### src/rtl/pipeline_scoreboard_pkg.sv
// Shared constants for the multi-cycle unit scoreboard: unit indices, default sizes.
// Latency: n/a (package only).
// Backpressure: n/a (package only).
package pipeline_scoreboard_pkg;

  localparam int NUM_REGS_DEF  = 32;
  localparam int NUM_UNITS_DEF = 2;
  localparam int TIMEOUT_DEF   = 64;

  // Multi-cycle unit indices
  localparam int DIV_UNIT = 0;
  localparam int AMO_UNIT = 1;

  // Width of an index into n items; never zero so single-unit builds still elaborate
  function automatic int idx_w(input int n);
    return (n > 1) ? $clog2(n) : 1;
  endfunction

endpackage

### src/rtl/pipeline_scoreboard_if.sv
// Bundle of issue, ID-stage query, completion and status signals of the scoreboard.
// Latency: n/a (wiring only).
// Backpressure: none; stall_id is the only hold signal and it is returned to the pipeline.
// master = pipeline side (drives issue/ID/done/flush), slave = scoreboard.
interface pipeline_scoreboard_if
  import pipeline_scoreboard_pkg::*;
#(
  parameter int NUM_REGS  = NUM_REGS_DEF,
  parameter int NUM_UNITS = NUM_UNITS_DEF
) ();

  localparam int RW = $clog2(NUM_REGS);
  localparam int UW = idx_w(NUM_UNITS);

  // EXE issue of a multi-cycle operation
  logic                 issue_valid;
  logic                 issue_mc;
  logic [UW-1:0]        issue_unit;
  logic [RW-1:0]        issue_rd;
  // Instruction currently sitting in ID
  logic [RW-1:0]        rs1_id;
  logic [RW-1:0]        rs2_id;
  logic                 use_rs1_id;
  logic                 use_rs2_id;
  logic [RW-1:0]        rd_id;
  logic                 reg_write_id;
  logic                 mc_id;
  logic [UW-1:0]        unit_id;
  // Completion / redirect
  logic [NUM_UNITS-1:0] unit_done;
  logic                 flush;
  // Scoreboard status
  logic                 stall_id;
  logic [NUM_REGS-1:0]  pending_regs;
  logic [NUM_UNITS-1:0] unit_busy;
  logic [NUM_UNITS-1:0] unit_kill;
  logic                 timeout_err;

  modport master (
    output issue_valid, issue_mc, issue_unit, issue_rd,
    output rs1_id, rs2_id, use_rs1_id, use_rs2_id, rd_id, reg_write_id, mc_id, unit_id,
    output unit_done, flush,
    input  stall_id, pending_regs, unit_busy, unit_kill, timeout_err
  );

  modport slave (
    input  issue_valid, issue_mc, issue_unit, issue_rd,
    input  rs1_id, rs2_id, use_rs1_id, use_rs2_id, rd_id, reg_write_id, mc_id, unit_id,
    input  unit_done, flush,
    output stall_id, pending_regs, unit_busy, unit_kill, timeout_err
  );

endinterface

### src/rtl/pipeline_scoreboard_mc_unit_tracker.sv
// Tracks one multi-cycle unit: busy flag, destination tag, watchdog counter, kill and error.
// Latency: state updates at the next clk edge; accept/clr_vld are same-cycle combinational.
// Backpressure: none; an issue to a busy unit is rejected and flagged as an error.
// Ports: issue_vld/issue_rd (issue aimed at this unit), done (completion pulse),
//        accept/clr_vld (pending set/clear requests to the top), busy/tag/kill/err.
module mc_unit_tracker #(
  parameter int RW      = 5,
  parameter int TIMEOUT = 64
) (
  input  logic          clk,
  input  logic          reset_n,
  input  logic          issue_vld,
  input  logic [RW-1:0] issue_rd,
  input  logic          done,
  output logic          accept,
  output logic          clr_vld,
  output logic          busy,
  output logic [RW-1:0] tag,
  output logic          kill,
  output logic          err
);

  localparam int CW = $clog2(TIMEOUT + 1);

  logic [CW-1:0] cnt;
  logic          fin;
  logic          timeout_hit;

  // A completion on an idle unit is a stale pulse and is ignored
  assign fin         = busy & done;
  // cnt holds (cycles busy - 1); a completion in the final cycle still wins
  assign timeout_hit = busy & ~done & (cnt == CW'(TIMEOUT - 1));
  // The unit may be re-issued in the same cycle its previous operation completes
  assign accept      = issue_vld & (~busy | done);
  assign clr_vld     = fin | timeout_hit;

  always_ff @(posedge clk or negedge reset_n) begin
    if (!reset_n) begin
      busy <= 1'b0;
      tag  <= '0;
      cnt  <= '0;
      kill <= 1'b0;
      err  <= 1'b0;
    end else begin
      kill <= timeout_hit;
      // Sticky: watchdog expiry or issue to a unit still holding an operation
      if (timeout_hit || (issue_vld && !accept)) begin
        err <= 1'b1;
      end
      if (accept) begin
        busy <= 1'b1;
        tag  <= issue_rd;
        cnt  <= '0;
      end else if (clr_vld) begin
        busy <= 1'b0;
        cnt  <= '0;
      end else if (busy) begin
        cnt  <= cnt + CW'(1);
      end
    end
  end

endmodule

### src/rtl/pipeline_scoreboard.sv
// Register/unit scoreboard for multi-cycle units (divider, atomic): RAW/WAW/structural stall.
// Latency: pending/busy update one edge after issue/done; stall_id is combinational.
// Backpressure: stall_id holds PC and IF/ID; it releases one cycle after unit_done.
// Ports: clk, reset_n (async active-low), sb (slave side of pipeline_scoreboard_if).
module pipeline_scoreboard
  import pipeline_scoreboard_pkg::*;
#(
  parameter int NUM_REGS  = NUM_REGS_DEF,
  parameter int NUM_UNITS = NUM_UNITS_DEF,
  parameter int TIMEOUT   = TIMEOUT_DEF
) (
  input  logic                 clk,
  input  logic                 reset_n,
  pipeline_scoreboard_if.slave sb
);

  localparam int RW = $clog2(NUM_REGS);
  localparam int UW = idx_w(NUM_UNITS);

  logic [NUM_UNITS-1:0] busy;
  logic [NUM_UNITS-1:0] kill;
  logic [NUM_UNITS-1:0] err;
  logic [NUM_UNITS-1:0] accept;
  logic [NUM_UNITS-1:0] clr_vld;
  logic [RW-1:0]        tag [NUM_UNITS];
  logic [NUM_REGS-1:0]  pending;
  logic [NUM_REGS-1:0]  set_mask;
  logic [NUM_REGS-1:0]  clr_mask;
  logic                 issue_go;

  // A redirect in the issue cycle squashes that issue; earlier issues are already committed
  assign issue_go = sb.issue_valid & sb.issue_mc & ~sb.flush;

  for (genvar u = 0; u < NUM_UNITS; u++) begin : g_unit
    mc_unit_tracker #(
      .RW      (RW),
      .TIMEOUT (TIMEOUT)
    ) u_trk (
      .clk       (clk),
      .reset_n   (reset_n),
      .issue_vld (issue_go & (sb.issue_unit == UW'(u))),
      .issue_rd  (sb.issue_rd),
      .done      (sb.unit_done[u]),
      .accept    (accept[u]),
      .clr_vld   (clr_vld[u]),
      .busy      (busy[u]),
      .tag       (tag[u]),
      .kill      (kill[u]),
      .err       (err[u])
    );
  end

  // Clears from completing/timed-out units, sets from the accepted issue.
  // Sets are applied after clears so a same-register retire+issue stays pending.
  always_comb begin
    set_mask = '0;
    clr_mask = '0;
    for (int u = 0; u < NUM_UNITS; u++) begin
      if (clr_vld[u]) clr_mask[tag[u]]     = 1'b1;
      if (accept[u])  set_mask[sb.issue_rd] = 1'b1;
    end
    set_mask[0] = 1'b0;  // x0 is never tracked
  end

  always_ff @(posedge clk or negedge reset_n) begin
    if (!reset_n) begin
      pending <= '0;
    end else begin
      pending <= (pending & ~clr_mask) | set_mask;
    end
  end

  // Uses registered state only: a dependent is released the cycle after unit_done,
  // when the result is in the register file.
  always_comb begin
    sb.stall_id = 1'b0;
    if (sb.use_rs1_id   && (sb.rs1_id != '0) && pending[sb.rs1_id]) sb.stall_id = 1'b1;
    if (sb.use_rs2_id   && (sb.rs2_id != '0) && pending[sb.rs2_id]) sb.stall_id = 1'b1;
    if (sb.reg_write_id && (sb.rd_id  != '0) && pending[sb.rd_id])  sb.stall_id = 1'b1;
    if (sb.mc_id && busy[sb.unit_id])                               sb.stall_id = 1'b1;
  end

  assign sb.pending_regs = pending;
  assign sb.unit_busy    = busy;
  assign sb.unit_kill    = kill;
  assign sb.timeout_err  = |err;

endmodule

### src/flat_wrapper.sv
// flat-port wrapper written by rule: the top's interface ports become plain ports
module pipeline_scoreboard_flat import pipeline_scoreboard_pkg::*;
#(
  parameter int NUM_REGS  = NUM_REGS_DEF,
  parameter int NUM_UNITS = NUM_UNITS_DEF,
  parameter int TIMEOUT   = TIMEOUT_DEF
)
  (clk, reset_n, sb_issue_valid, sb_issue_mc, sb_issue_unit, sb_issue_rd, sb_rs1_id, sb_rs2_id, sb_use_rs1_id, sb_use_rs2_id, sb_rd_id, sb_reg_write_id, sb_mc_id, sb_unit_id, sb_unit_done, sb_flush, sb_stall_id, sb_pending_regs, sb_unit_busy, sb_unit_kill, sb_timeout_err);
  pipeline_scoreboard_if #(.NUM_REGS(NUM_REGS), .NUM_UNITS(NUM_UNITS)) sb_i ();
  input  logic clk;
  input  logic reset_n;
  input wire logic [$bits(sb_i.issue_valid)-1:0] sb_issue_valid;
  input wire logic [$bits(sb_i.issue_mc)-1:0] sb_issue_mc;
  input wire logic [$bits(sb_i.issue_unit)-1:0] sb_issue_unit;
  input wire logic [$bits(sb_i.issue_rd)-1:0] sb_issue_rd;
  input wire logic [$bits(sb_i.rs1_id)-1:0] sb_rs1_id;
  input wire logic [$bits(sb_i.rs2_id)-1:0] sb_rs2_id;
  input wire logic [$bits(sb_i.use_rs1_id)-1:0] sb_use_rs1_id;
  input wire logic [$bits(sb_i.use_rs2_id)-1:0] sb_use_rs2_id;
  input wire logic [$bits(sb_i.rd_id)-1:0] sb_rd_id;
  input wire logic [$bits(sb_i.reg_write_id)-1:0] sb_reg_write_id;
  input wire logic [$bits(sb_i.mc_id)-1:0] sb_mc_id;
  input wire logic [$bits(sb_i.unit_id)-1:0] sb_unit_id;
  input wire logic [$bits(sb_i.unit_done)-1:0] sb_unit_done;
  input wire logic [$bits(sb_i.flush)-1:0] sb_flush;
  output wire logic [$bits(sb_i.stall_id)-1:0] sb_stall_id;
  output wire logic [$bits(sb_i.pending_regs)-1:0] sb_pending_regs;
  output wire logic [$bits(sb_i.unit_busy)-1:0] sb_unit_busy;
  output wire logic [$bits(sb_i.unit_kill)-1:0] sb_unit_kill;
  output wire logic [$bits(sb_i.timeout_err)-1:0] sb_timeout_err;
  assign sb_i.issue_valid = sb_issue_valid;
  assign sb_i.issue_mc = sb_issue_mc;
  assign sb_i.issue_unit = sb_issue_unit;
  assign sb_i.issue_rd = sb_issue_rd;
  assign sb_i.rs1_id = sb_rs1_id;
  assign sb_i.rs2_id = sb_rs2_id;
  assign sb_i.use_rs1_id = sb_use_rs1_id;
  assign sb_i.use_rs2_id = sb_use_rs2_id;
  assign sb_i.rd_id = sb_rd_id;
  assign sb_i.reg_write_id = sb_reg_write_id;
  assign sb_i.mc_id = sb_mc_id;
  assign sb_i.unit_id = sb_unit_id;
  assign sb_i.unit_done = sb_unit_done;
  assign sb_i.flush = sb_flush;
  assign sb_stall_id = sb_i.stall_id;
  assign sb_pending_regs = sb_i.pending_regs;
  assign sb_unit_busy = sb_i.unit_busy;
  assign sb_unit_kill = sb_i.unit_kill;
  assign sb_timeout_err = sb_i.timeout_err;
  pipeline_scoreboard #(.NUM_REGS(NUM_REGS), .NUM_UNITS(NUM_UNITS), .TIMEOUT(TIMEOUT)) u_core (.clk(clk), .reset_n(reset_n), .sb(sb_i));
endmodule
### config.mk
export PLATFORM = sky130hd
export DESIGN_NAME = pipeline_scoreboard_flat
export DESIGN_NICKNAME = d
export VERILOG_FILES = /design/src/rtl/pipeline_scoreboard_pkg.sv /design/src/rtl/pipeline_scoreboard_if.sv /design/src/rtl/pipeline_scoreboard_mc_unit_tracker.sv /design/src/rtl/pipeline_scoreboard.sv /design/src/flat_wrapper.sv
export SDC_FILE = /design/constraint.sdc
export NUM_CORES = 1
export LEC_CHECK = 0
export CAP_MARGIN = 20
export CELL_PAD_IN_SITES_DETAIL_PLACEMENT = 0
export CELL_PAD_IN_SITES_GLOBAL_PLACEMENT = 1
export CORE_ASPECT_RATIO = 1.5
export CORE_UTILIZATION = 37
export DETAILED_ROUTE_END_ITERATION = 10
export GPL_ROUTABILITY_DRIVEN = 0
export HOLD_SLACK_MARGIN = 0.1
export PLACE_DENSITY_LB_ADDON = 0.1
export SYNTH_ARGS = -nofsm -noshare
export SYNTH_HDL_FRONTEND = slang
export SYNTH_SLANG_ARGS = --single-unit
### constraint.sdc
create_clock -name clk -period 1.95 [get_ports clk]
set_input_delay 0.2925 -clock clk [delete_from_list [all_inputs] [get_ports clk]]
set_output_delay 0.2925 -clock clk [all_outputs]
set_load 0.005 [all_outputs]
==> metrics.cfg, run 1 <==
[floorplanning]
core_area_um2 = 10190
start_util_pct = 38.43
fp.dieH_um = 128
io_pins = 71
die_w_um = 86
dieArea_um2 = 11010
fp-row-count = 45

[hold_path]
hold_start = u_core.g_unit[0].u_trk.err$_DFFE_PN0P_
hold_class = reg2reg
holdPathEnd = u_core.g_unit[0].u_trk.err$_DFFE_PN0P_
hold_depth = 1

[power_and_ir_drop]
leakagePower_uw = 0.002465
powerDensity_nw_per_um2 = 838.5
max-vdd-ir-drop_uv = 574.8

[timing]
fmax_mhz = 415.5
layout_min_cycle_time_ns = 2.407
grt_setup_unrepaired = true
finalClockSkew_ns = 0.005730
setup_viol = 1
maxSlewViolCount = 0
worst_pin_slew_ns = 0.7039
period_share_pct = 123.4
hold_slack_ns = 0.4685
hold_viol = 0
fin_ws_ns = -0.4567
slew-limit-headroom_pct = 52.97

[place]
place_ws_ns = -1.043
dp_hpwl_um = 10670
placed_area_um2 = 5339
io_buffers = 70

[critical_path]
cp_max_fo = 4
reg2reg_depth = 7
r2r_setup_slack_ns = 0.04
critPathCaptureType = output pin
worstPathArrival_ns = 2.11
r2r-end = u_core.sb.pending_regs[3]$_DFF_PN0_
crit_required_ns = 1.66
r2r_start = u_core.g_unit[1].u_trk.cnt[1]$_DFFE_PN0P_
crit_type = reg2out
critPathLaunchType = register

[drt]
firstDrtPassIters = 5
ant_nets = 0
vias = 3898
wl_per_cell_um = 20.61
route.detailed.vias_per_inst = 5.699
routed_wirelength_um = 14100
drt_iter0_drc = 280
drc_errors = 0

[cells_and_area]
multi_input_area_um2 = 2313
drive_above_1_share_pct = 31.31
num-fill-cells = 928
n_antenna_cell = 0
final_area_um2 = 5878
register_area_um2 = 1558
fin_nets = 573
syn2layout_area_growth_pct = 50.10

[clock_network]
clkSinkCount = 62
cts_htree_levels = 3
clk_latency_ns = 0.33
cts_tree = built
clockBufferDepth = 2
numCtsBuffers = 9
ctsRootBufferMaster = clkbuf_16
path_clk_slew_ns = 0.05

[global_route]
grt_usage_pct = 26.31
overflow = 0
antenna_found_initial = 0
grt_max_degree = 63
grt_pass1_wl_um = 21120
grt_pass1_vias = 3821

[yosys]
async_flop_share_pct = 100.0
syn_inst = 383
syn_nets = 418
netlist_area_um2 = 3916
synthDistinctLibCells = 46
synth-edff-count = 0
synth_seq_area_share_pct = 39.62
postSynthAreaPerCell_um2 = 10.23
synth_ff_type = dfrtp_1
yosysWarningCount = 0
ys_ff_latch = 62

[run]
maxCapViolations = 0

[run_status]
status = complete, but fails checks
violations = setup timing

[worst max-delay path: stages (launching register included)]
cell and delay, ns:
dfrtp_2 0.45, mux4_2 0.47, mux4_2 0.47, o211ai_1 0.17
nand3_1 0.08, buf_2 0.13
[power by group]
group	switching (µW)	leakage (µW)	internal [µW]
logic	624	0.00150	950
clock network	552	0.000152	1050
registers	275	0.000814	1480
total	1450	0.00247	3480
[cell usage after synthesis, types with 5 or more instances]
master	n	area share, %
dfrtp_1	62	40
nand2_1	52	5.0
o21ai_0	25	3.2
nor2_1	22	2.1
o221ai_1	21	4.7
mux4_2	18	10
nand4_1	15	2.4
clkbuf_1	14	1.3
nand3_1	13	1.7
nand2b_1	12	1.9
nor2b_1	12	1.9
a32o_1	11	2.8
mux2_2	8	2.3
mux2i_1	8	2.0
nand3b_1	7	1.3
xor2_1	6	1.3
and2_1	5	0.80
[cells by family (layout without fill, tap and decap cells)]
logic type | Yosys count | after routing | share of synthesized area (%)
compound gates | 79 | 79 | 14.60
fa+ha+maj | 2 | 2 | 0.6389
xor+xnor | 9 | 9 | 2.013
mux | 38 | 38 | 17.38
buf+inv | 28 | 188 | 3.386
flops | 62 | 62 | 39.62
simple gates | 165 | 165 | 22.36
[state kept, by name, indices dropped and copies added, names as in the netlist]
register,flops
u_core.g_unit.u_trk.kill,2
u_core.g_unit.u_trk.tag,10
u_core.g_unit.u_trk.err,2
u_core.g_unit.u_trk.busy,2
u_core.sb.pending_regs,32
u_core.g_unit.u_trk.cnt,14
[what timing repair did]
item / 4_1_cts / 5_1_grt
cloned: 2 / 1
gates resized for setup: 17 / 22
setup endpoints to repair: 8 / 32
endpoints found under the hold margin: 62 / 0
pin swaps: 4 / 9
hold buffers: 1 / 0
setup buffers: 8 / 2
[metrics by stage]
| step | instances | utilization, % | setup TNS (ns) | total power (µW) |
|---|---|---|---|---|
| after floorplan | 383 | - | 0 | 2286 |
| after global placement | 654 | 52.39 | -0.9933 | 3204 |
| after detailed placement | 654 | 52.39 | -1.049 | 3229 |
| after CTS | 681 | 56.60 | -0.4823 | 4899 |
| after global routing | 684 | 57.68 | -0.5625 | 5136 |
| final | 684 | 57.68 | -0.4567 | 4929 |
[placed cells by master (no fill, tap or decap), types with 3 or more instances in the layout]
cell,n
a21oi_1,3
a32o_1,11
and2_1,5
buf_12,3
buf_2,3
buf_4,89
clkbuf_16,9
clkdlybuf4s50_1,65
clkinv_2,3
dfrtp_1,57
dfrtp_2,5
inv_1,4
mux2_2,8
mux2i_1,8
mux4_2,21
nand2_1,52
nand2b_1,11
nand3_1,11
nand3b_1,7
nand4_1,15
nand4b_1,3
nor2_1,22
nor2b_1,12
nor3_1,4
nor3b_1,3
o21ai_0,24
o21bai_1,3
o221ai_1,20
o22ai_1,4
or2_2,4
xnor2_1,3
xor2_1,6
[final cells by class]
type                            instances  share of cell area [%]
Inverter                                4                  0.2554
Clock inverter                          4                  0.7663
Timing Repair Buffer                  168                   25.76
Sequential cell                        62                   26.50
Clock buffer                           12                   4.364
Tap cell                              141                   3.001
Multi-Input combinational cell        293                   39.36
[per-layer routing]
layer / vias up / global-route usage (%) / share of wire, %
met5: - / 0 / 0
met1: 1899 / 27.62 / 36
li1: 1786 / - / -
met2: 168 / 48.60 / 54
met3: 45 / 3.799 / 4.3
met4: 0 / 16.08 / 5.5
[worst max path at each step]
stage | start | endpoint | slack, ns | depth (start not counted)
after floorplan | sb_rs2_id[0] | sb_stall_id | 0.0001 | 5
after global placement | sb_rs2_id[0] | sb_stall_id | -0.99 | 6
after detailed placement | sb_rs2_id[0] | sb_stall_id | -1.04 | 6
after CTS | u_core.sb.pending_regs[16]$_DFF_PN0_ | sb_stall_id | -0.48 | 5
after global routing | u_core.sb.pending_regs[29]$_DFF_PN0_ | sb_stall_id | -0.50 | 7
final | u_core.sb.pending_regs[20]$_DFF_PN0_ | sb_stall_id | -0.46 | 5
No activity file was read; power rests on OpenSTA's default activity.
==> run 2, diff against run 1 <==
Settings changed: HOLD_SLACK_MARGIN 0.1 to not set.
==> results of run 2 <==
The final DEF is identical to that of run 1; final timing and power are the same.
==> run 3, diff against run 2 <==
Settings changed: GPL_ROUTABILITY_DRIVEN 0 to not set.
==> metrics.cfg, run 3 (same netlist as run 1, synthesis figures left out) <==
[clock_network]
clk_latency_ns = 0.33  ; about the same
cts_htree_levels = 3  ; unchanged
clockBufferDepth = 2  ; unchanged
numCtsBuffers = 9  ; unchanged
path_clk_slew_ns = 0.05  ; about the same
clkSinkCount = 62  ; unchanged
ctsRootBufferMaster = clkbuf_16
cts_tree = built

[drt]
ant_nets = 0  ; unchanged
wl_per_cell_um = 21.03  ; +2.1%
drt_iter0_drc = 220  ; -21%
route.detailed.vias_per_inst = 5.638  ; -1.1%
firstDrtPassIters = 5  ; unchanged
routed_wirelength_um = 14410  ; +2.2%
drc_errors = 0  ; unchanged
vias = 3862  ; -0.92%

[critical_path]
r2r_setup_slack_ns = 0.06  ; +0.02 ns
startpoint = u_core.sb.pending_regs[19]$_DFF_PN0_
crit_type = reg2out
crit_required_ns = 1.66  ; about the same
critPathCaptureType = output pin
worstPathArrival_ns = 2.13  ; +0.02 ns
cp_max_fo = 3  ; -1
critPathLaunchType = register
r2r_start = u_core.g_unit[1].u_trk.cnt[0]$_DFFE_PN0P_

[timing]
grt_setup_unrepaired = true
finalClockSkew_ns = 0.004886  ; -0.0008436 ns
period_share_pct = 124.2  ; +0.80 points
layout_min_cycle_time_ns = 2.422  ; +0.01567 ns
setup-tns-final_ns = -0.4724  ; -0.01567 ns
slew-limit-headroom_pct = 50.50  ; -2.5 points
fin_ws_ns = -0.4724  ; -0.01567 ns
setup_viol = 1  ; unchanged
hold_viol = 0  ; unchanged
maxSlewViolCount = 0  ; unchanged
worst_pin_slew_ns = 0.7408  ; +0.03689 ns
fmax_mhz = 412.8  ; -0.65%

[floorplanning]
die_w_um = 86  ; unchanged
fp-row-count = 45  ; unchanged
dieArea_um2 = 11010  ; unchanged
core_area_um2 = 10190  ; unchanged
fp.dieH_um = 128  ; unchanged
start_util_pct = 38.43  ; unchanged
io_pins = 71  ; unchanged

[power_and_ir_drop]
p_clk_share_pct = 34.6  ; +2.1 points
powerDensity_nw_per_um2 = 869.5  ; +3.7%
max-vdd-ir-drop_uv = 545.9  ; -5.0%
p_switching_uw = 1457  ; +0.46%
combPwrFrac_pct = 31.2  ; -0.7 points
switching_share_pct = 28.63  ; -0.80 points
leakagePower_uw = 0.002450  ; -0.63%
p_seq_share_pct = 34.1  ; -1.5 points
p_int_uw = 3633  ; +4.5%

[cells_and_area]
final_area_um2 = 5854  ; -0.40%
fin_nets = 574  ; +0.17%
n_antenna_cell = 0  ; unchanged
syn2layout_area_growth_pct = 49.49
drive_above_1_share_pct = 30.88  ; -0.43 points
largest_register_ffs = 32  ; unchanged
most-common-layout-cells = 92 x buf_4, 65 x clkdlybuf4s50_1, 59 x dfrtp_1
final_common_cell = buf_4
post-route-util_pct = 57.45  ; -0.23 points

[place]
dp_hpwl_um = 11250  ; +5.4%
place_ws_ns = -1.041  ; +0.001950 ns
io_buffers = 70  ; unchanged
gp_congestion = 0.9686
placed_area_um2 = 5331  ; -0.14%

[run_status]
status = complete, but fails checks
violations = setup timing

[global_route]
grt_pass1_vias = 4014  ; +5.1%
overflow = 0  ; unchanged
grt_pass1_wl_um = 21850  ; +3.4%
grt_max_degree = 47  ; -25%
grt_usage_pct = 27.57  ; +1.3 points
antenna_found_initial = 0  ; unchanged

[hold_path]
hold_class = in2async

[run]
maxCapViolations = 0  ; unchanged

[run 3: final cells by class]
cell class / count / area, µm²
clock inverter: 3 / 65.06
multi-input combinational: 293 / 2297
inverter: 4 / 15.01
fill: 924 / 4337
timing repair buffer: 169 / 1475
tap: 141 / 176.4
sequential: 62 / 1555
clock buffer: 13 / 270.3
[run 3: worst paths after layout]
kind,to,depth (start not counted)
min in group clk,u_core.g_unit[1].u_trk.err$_DFFE_PN0P_,1
setup / recovery,sb_stall_id,5
max in group asynchronous,u_core.sb.pending_regs[18]$_DFF_PN0_,3
setup reg to reg,u_core.sb.pending_regs[11]$_DFF_PN0_,7
hold / removal,u_core.g_unit[1].u_trk.cnt[2]$_DFFE_PN0P_,2
hold reg to reg,u_core.g_unit[1].u_trk.err$_DFFE_PN0P_,1
[run 3: timing repair]
| action | CTS | global route |
|---|---|---|
| buffers inserted | 9 | 5 |
| endpoints found under the setup margin | 3 | 32 |
| resized for setup | 19 | 17 |
| endpoints found under the hold margin | 16 | 0 |
| pin swaps | 6 | 11 |
| cloned | 0 | 1 |
| hold buffers | 1 | 0 |
[run 3: through the flow]
step	hold WS (ns)	instances	power, µW
after floorplan	-0.003091	383	2286
after global placement	0.2430	653	3226
after detailed placement	0.2460	653	3245
after CTS	0.4314	679	5073
after global routing	0.4579	685	5305
final	0.4288	685	5090
[run 3: worst max-delay path, cell delays in order (launching register included)]
cell and delay, ns:
dfrtp_2 0.46, mux4_2 0.47, mux4_2 0.45, o211ai_1 0.18
nand3_1 0.09, buf_2 0.13
[run 3: power by group through the flow]
stage / logic [µW] / clock network [µW] / registers [µW]
floorplan: 629 / 0 / 1660
global placement: 1480 / 0 / 1750
detailed placement: 1490 / 0 / 1750
CTS: 1560 / 1790 / 1720
global route: 1710 / 1840 / 1750
finish: 1590 / 1760 / 1740
[run 3: per-layer routing]
metal | vias up | GRT usage [%] | routed length, µm
met4 | 0 | 19.71 | 1013
li1 | 1786 | - | -
met1 | 1850 | 27.85 | 5192
met3 | 59 | 4.314 | 497
met5 | - | 0 | 0
met2 | 167 | 50.56 | 7701
